===== src/rtl/alu_pkg.sv =====
// Shared width, flag bit positions and request record for the add issue path.
`default_nettype none

package alu_pkg;

   localparam int W = 32;

   localparam int FLAG_N = 3;
   localparam int FLAG_Z = 2;
   localparam int FLAG_C = 1;
   localparam int FLAG_V = 0;

   typedef struct packed {
      logic [W-1:0] a;
      logic [W-1:0] b;
      logic         sign;
      logic         setflags;
   } add_req_t;

endpackage

`default_nettype wire


===== src/rtl/add_req_fifo.sv =====
// Request FIFO of add_req_t with flush; count distinguishes full from empty.
`default_nettype none

module add_req_fifo #(
   parameter int DEPTH = 4
) (
   input  logic                       clk,
   input  logic                       rst_n,
   input  logic                       flush,
   input  logic                       push,
   input  logic                       pop,
   input  alu_pkg::add_req_t          push_data,
   output alu_pkg::add_req_t          head,
   output logic [$clog2(DEPTH):0]     count
);
   import alu_pkg::*;

   localparam int PW = $clog2(DEPTH);
   localparam int CW = PW + 1;

   add_req_t        r_mem [DEPTH];
   logic [PW-1:0]   r_wr_ptr;
   logic [PW-1:0]   r_rd_ptr;
   logic [CW-1:0]   r_count;

   assign head  = r_mem[r_rd_ptr];
   assign count = r_count;

   always_ff @(posedge clk or negedge rst_n) begin
      if (!rst_n) begin
         for (int i = 0; i < DEPTH; i++) begin
            r_mem[i] <= '0;
         end
         r_wr_ptr <= '0;
         r_rd_ptr <= '0;
         r_count  <= '0;
      end else if (flush) begin
         r_wr_ptr <= '0;
         r_rd_ptr <= '0;
         r_count  <= '0;
      end else begin
         if (push) begin
            r_mem[r_wr_ptr] <= push_data;
            r_wr_ptr        <= r_wr_ptr + PW'(1);
         end
         if (pop) begin
            r_rd_ptr <= r_rd_ptr + PW'(1);
         end
         case ({push, pop})
            2'b10:   r_count <= r_count + CW'(1);
            2'b01:   r_count <= r_count - CW'(1);
            default: r_count <= r_count;
         endcase
      end
   end

endmodule

`default_nettype wire


===== src/rtl/add_issue_queue.sv =====
// Operand queue feeding an external combinational adder, with a result
// register handshake and the architectural NZCV status register.
`default_nettype none

module add_issue_queue #(
   parameter int W     = 32,
   parameter int DEPTH = 4
) (
   input  logic                   clk,
   input  logic                   rst_n,
   input  logic                   flush,
   input  logic                   in_valid,
   output logic                   in_ready,
   input  logic [W-1:0]           in_a,
   input  logic [W-1:0]           in_b,
   input  logic                   in_sign,
   input  logic                   in_setflags,
   output logic [W-1:0]           add_a,
   output logic [W-1:0]           add_b,
   output logic                   add_sign,
   input  logic [W-1:0]           add_res,
   input  logic                   add_n,
   input  logic                   add_z,
   input  logic                   add_c,
   input  logic                   add_v,
   output logic                   out_valid,
   input  logic                   out_ready,
   output logic [W-1:0]           out_res,
   output logic [3:0]             out_flags,
   output logic [3:0]             status_nzcv,
   output logic [$clog2(DEPTH):0] count
);
   import alu_pkg::*;

   localparam int CW = $clog2(DEPTH) + 1;

   add_req_t        w_push_data;
   add_req_t        w_head;
   logic            w_head_valid;
   logic            w_push;
   logic            w_pop;
   logic [3:0]      w_flags;

   logic            r_out_valid;
   logic [W-1:0]    r_out_res;
   logic [3:0]      r_out_flags;
   logic [3:0]      r_status;

   assign w_push_data = '{a: in_a, b: in_b, sign: in_sign, setflags: in_setflags};

   // Full blocks a push even when a pop frees a slot on the same edge.
   assign in_ready     = (count < CW'(DEPTH)) && !flush;
   assign w_push       = in_valid && in_ready;
   assign w_head_valid = (count != '0);
   assign w_pop        = w_head_valid && (!r_out_valid || out_ready) && !flush;

   assign add_a    = w_head_valid ? w_head.a    : '0;
   assign add_b    = w_head_valid ? w_head.b    : '0;
   assign add_sign = w_head_valid ? w_head.sign : 1'b0;

   always_comb begin
      w_flags         = '0;
      w_flags[FLAG_N] = add_n;
      w_flags[FLAG_Z] = add_z;
      w_flags[FLAG_C] = add_c;
      w_flags[FLAG_V] = add_v;
   end

   add_req_fifo #(
      .DEPTH (DEPTH)
   ) u_fifo (
      .clk       (clk),
      .rst_n     (rst_n),
      .flush     (flush),
      .push      (w_push),
      .pop       (w_pop),
      .push_data (w_push_data),
      .head      (w_head),
      .count     (count)
   );

   always_ff @(posedge clk or negedge rst_n) begin
      if (!rst_n) begin
         r_out_valid <= 1'b0;
         r_out_res   <= '0;
         r_out_flags <= '0;
         r_status    <= '0;
      end else if (flush) begin
         r_out_valid <= 1'b0;
      end else if (w_pop) begin
         r_out_valid <= 1'b1;
         r_out_res   <= add_res;
         r_out_flags <= w_flags;
         if (w_head.setflags) begin
            r_status <= w_flags;
         end
      end else if (out_ready) begin
         r_out_valid <= 1'b0;
      end
   end

   assign out_valid   = r_out_valid;
   assign out_res     = r_out_res;
   assign out_flags   = r_out_flags;
   assign status_nzcv = r_status;

endmodule

`default_nettype wire

===== config.mk =====
export PLATFORM = sky130hd
export DESIGN_NAME = add_issue_queue
export DESIGN_NICKNAME = d
export VERILOG_FILES = /design/src/rtl/alu_pkg.sv /design/src/rtl/add_req_fifo.sv /design/src/rtl/add_issue_queue.sv
export SDC_FILE = /design/constraint.sdc
export NUM_CORES = 1
export LEC_CHECK = 0
export BUFFER_PORTS_ARGS = -buffer_cell sky130_fd_sc_hd__buf_2
export CAP_MARGIN = 30
export CORE_AREA = 10 10 226 228
export DETAILED_ROUTE_END_ITERATION = 6
export DIE_AREA = 0 0 236 238
export SLEW_MARGIN = 20
export SYNTH_ARGS = -nofsm -noshare
export SYNTH_HDL_FRONTEND = slang
export SYNTH_SLANG_ARGS = --single-unit

===== constraint.sdc =====
create_clock -name clk -period 1.81 [get_ports clk]
set_input_delay 0.181 -clock clk [delete_from_list [all_inputs] [get_ports clk]]
set_output_delay 0.181 -clock clk [all_outputs]
set_load 0.02 [all_outputs]

==> impl_summary.txt <==
----------------------------------------------------
[Outcome]
  Run status ... complete, but fails checks
  Violated checks ... negative setup slack

[Routing]
  Mean routed wirelength per cell ... 18.9 um
  Total via count in the routed design ... 8622
  Iteration count of the initial detailed-routing pass ... 4
  DR vias/cell ... 4.66
  Final ANT Viol Nets ... 0
  Total detailed-routing wirelength ... 35100 um
  Remaining routing DRC violations ... 0
  Violation count after the first detailed-route iteration ... 346

[Floorplan]
  DIE AREA ... 56200 sq um
  Vertical die dimension ... 238 um
  Die width ... 236 um
  Floorplan core area ... 46400 sq um
  Number of ports placed on the die boundary ... 217
  Rows ... 79
  Initial Util ... 0.299

[Global routing]
  Maximum number of pins on one net before global-route repair ... 51
  Remaining global-route overflow ... 0
  Wire length of the first global-routing pass ... 56300 um
  Global Route Usage Sum ... 0.123
  Vias in the first global route ... 9756
  Number of antenna violations at the first check in global routing ... 1

[Synth]
  Count of mapped cells out of synthesis ... 851
  Register bit total from synthesis ... 312
  Cell Area, Synth ... 13900 sq um
  Avg Inst Size Synth ... 16.3 sq um
  Post-synth top area cell ... sky130_fd_sc_hd__dfrtp_1
  Post-synth cell types ... 30
  Top cells by area, synth ... sky130_fd_sc_hd__dfrtp_1 56%, sky130_fd_sc_hd__mux2_2 23%, sky130_fd_sc_hd__mux4_2 11%
  Synth Warn # ... 0
  Share of the yosys chip area belonging to registers ... 0.563
  Synth top area share ... 0.563
  Net Count, Synth ... 963

[Worst hold path]
  Critical hold path startpoint ... out_ready
  HP Class ... primary input to register
  Worst hold path endpoint ... out_valid
  Number of stages on the worst hold path ... 3

[Critical path]
  Arrival time worst endpoint ... 2170 ps
  Top fanout value on the critical path ... 14
  Slack of the worst reg-to-reg path ... -80 ps
  Startpoint-to-endpoint class of the critical path ... register to output pin
  Kind of end point of the critical path ... output pin
  Endpoint of the worst register-to-register path ... status_nzcv[0]
  Launching point of the worst reg2reg path ... u_fifo.r_rd_ptr[0]
  Slowest cell on the critical path ... sky130_fd_sc_hd__mux4_2
  Depth of the most critical reg-to-reg path ... 6
  Max stage delay on crit path ... 500 ps
  Critical Path, Cell by Cell ... buf_12 > clkbuf_16 > mux4_2 > nor2b_1 > buf_4
  Worst endpoint required time ... 1630 ps
  Critical path launch point type ... register

[STA]
  Least setup slack across all paths after layout ... -537 ps
  Worst-case clock skew ... 23.0 ps
  Highest clock rate ... 426 MHz
  Measured slew at the worst slew-check pin ... 476 ps
  Post-route minimum period ... 2350 ps
  Relative slew slack ... 0.683
  Tightest hold margin ... 41.3 ps
  Final count of hold timing violations ... 0
  Period Utilization, post-route ... 1.30
  Setup-violating endpoint count in the final report ... 69
  Max-slew violation total from the final report ... 0
  Unrepaired setup endpoints after global routing ... yes

[Clocking]
  Deepest clock path buffer count ... 3
  Maximum level of the CTS H-tree ... 2
  Clock tree root buffer cell ... sky130_fd_sc_hd__clkbuf_16
  Clock latency on the worst-skew pair ... 550 ps
  Clock transition at path regs ... 60 ps
  Number of buffers added by the clock tree synthesis step ... 38
  CTS tree ... done
  CTS sink count ... 312

[Final layout]
  Area grow syn2layout ... 36.4%
  Fraction of layout instances using a drive strength above 1 ... 0.597
  Highest-count cells in the layout ignoring fill and taps ... 308 x sky130_fd_sc_hd__dfrtp_1, 281 x sky130_fd_sc_hd__mux2_2, 171 x sky130_fd_sc_hd__buf_2
  Share of the core filled with cells in the final layout ... 0.408
  Final Cell Area ... 18900 sq um
  Nets ... 1332
  Commonest non-fill, non-tap cell in the layout ... sky130_fd_sc_hd__dfrtp_1

[Power and ir drop]
  Total power of the final layout ... 34300 uW
  Leakage ... 0.00838 uW
  Cell area power density ... 1810 nW/um^2
  Peak VDD IR ... 1.16 mV

[Placement]
  Final HPWL DP ... 22500 um
  Dpl cell area ... 16100 sq um
  Post-placement worst setup slack ... 2.07 ps
  Number of buffer cells added on primary ports ... 216
  Routability congestion estimate from global placement ... 0.708

[Job]
  Max-cap violation count ... 0

----------------------------------------------------
-- cell usage after synthesis --
master                     count
sky130_fd_sc_hd__and2b_1       5
sky130_fd_sc_hd__a21o_1        1
sky130_fd_sc_hd__mux2_1       20
sky130_fd_sc_hd__inv_1         2
sky130_fd_sc_hd__nor3b_1       1
sky130_fd_sc_hd__nor2_1        8
sky130_fd_sc_hd__nor3_1        2
sky130_fd_sc_hd__nor2b_1      63
sky130_fd_sc_hd__mux2i_1       1
sky130_fd_sc_hd__ha_1          4
sky130_fd_sc_hd__nand2_1       1
sky130_fd_sc_hd__o21ai_0       3
sky130_fd_sc_hd__nand2b_1      3
sky130_fd_sc_hd__nor3_4        2
sky130_fd_sc_hd__buf_2        18
sky130_fd_sc_hd__xnor2_1       2
sky130_fd_sc_hd__and3_1        4
sky130_fd_sc_hd__clkbuf_1      9
sky130_fd_sc_hd__or3_1         1
sky130_fd_sc_hd__mux2_2      285
sky130_fd_sc_hd__dfrtp_1     312
sky130_fd_sc_hd__nor2_2        1
sky130_fd_sc_hd__buf_4         9
sky130_fd_sc_hd__o21ba_2       1
sky130_fd_sc_hd__mux4_2       66
sky130_fd_sc_hd__fa_1          1
sky130_fd_sc_hd__nand2_2       1
sky130_fd_sc_hd__buf_1         2
sky130_fd_sc_hd__a21oi_1       6
sky130_fd_sc_hd__buf_6        17
-- how the worst max path moves through the flow --
| stage | from | endpoint | slack [ps] | depth (start not counted) |
|---|---|---|---|---|
| after floorplan | u_fifo.count[0] | add_b[13] | 10 | 4 |
| after global placement | u_fifo.r_rd_ptr[0] | add_b[20] | 20 | 5 |
| after detailed placement | u_fifo.r_rd_ptr[0] | add_a[31] | 2 | 5 |
| after CTS | u_fifo.r_rd_ptr[0] | add_a[31] | -590 | 5 |
| after global routing | u_fifo.r_rd_ptr[0] | add_a[8] | -610 | 5 |
| final | u_fifo.r_rd_ptr[0] | add_a[31] | -540 | 5 |
-- kinds of logic (layout without fill, tap and decap cells) --
family,after synthesis,after routing,synth area share
buffers and inverters,57,450,0.0287
muxes,372,372,0.356
other,0,1,0
and+or+nand+nor,92,92,0.0417
xor gates and xnor gates,2,2,0.00126
DFF,312,312,0.563
adders and majority gates,5,5,0.00505
AOI/OAI and AO/OA,11,11,0.00451
-- power breakdown --
part           internal, uW  switching, uW  leakage [uW]
sequential            10100           1580       0.00388
clock                  4150           2940      0.000568
combinational          8710           6770       0.00393
-- stage by stage --
stage	setup TNS, ps	instances
floorplan	0	851
global placement	0	1669
detailed placement	0	1669
CTS	-34980	1845
global route	-37260	1852
finish	-31610	1852
-- cell type report --
class / instances / area, sq um
Sequential cell: 312 / 7820
Timing Repair Buffer: 384 / 3220
Inverter: 2 / 7.51
Tap cell: 607 / 759
Fill cell: 4217 / 27400
Antenna cell: 1 / 2.50
Clock buffer: 53 / 1080
Multi-Input combinational cell: 482 / 5940
Clock inverter: 11 / 82.6
-- critical path, delay by kind of cell, from the launching register on --
kind                   cells  cell delay (ps)
buffers and inverters      3              500
DFF                        1              440
and+or+nand+nor            1              150
muxes                      1              500
-- per-layer routing --
layer	vias up	global-route usage	wire, um
met1	4516	0.157	15700
met4	0	0.0315	667
li1	3838	-	-
met2	219	0.202	16700
met3	49	0.0345	2020
met5	-	0	0
-- sequential cells by signal (all words and copies together), names as in the netlist --
| signal | count |
|---|---|
| out_flags | 4 |
| out_res | 32 |
| out_valid | 1 |
| status_nzcv | 4 |
| u_fifo.count | 3 |
| u_fifo.r_mem | 264 |
| u_fifo.r_rd_ptr | 2 |
| u_fifo.r_wr_ptr | 2 |
-- what timing repair did --
item / 4_1_cts / 5_1_grt
hold endpoints to repair: 491 / 0
pin swaps: 1 / 2
cloned: 0 / 1
buffers inserted: 8 / 5
resized for setup: 84 / 61
hold buffers: 104 / 0
endpoints found under the setup margin: 65 / 86
No activity file was read; power rests on OpenSTA's default activity.
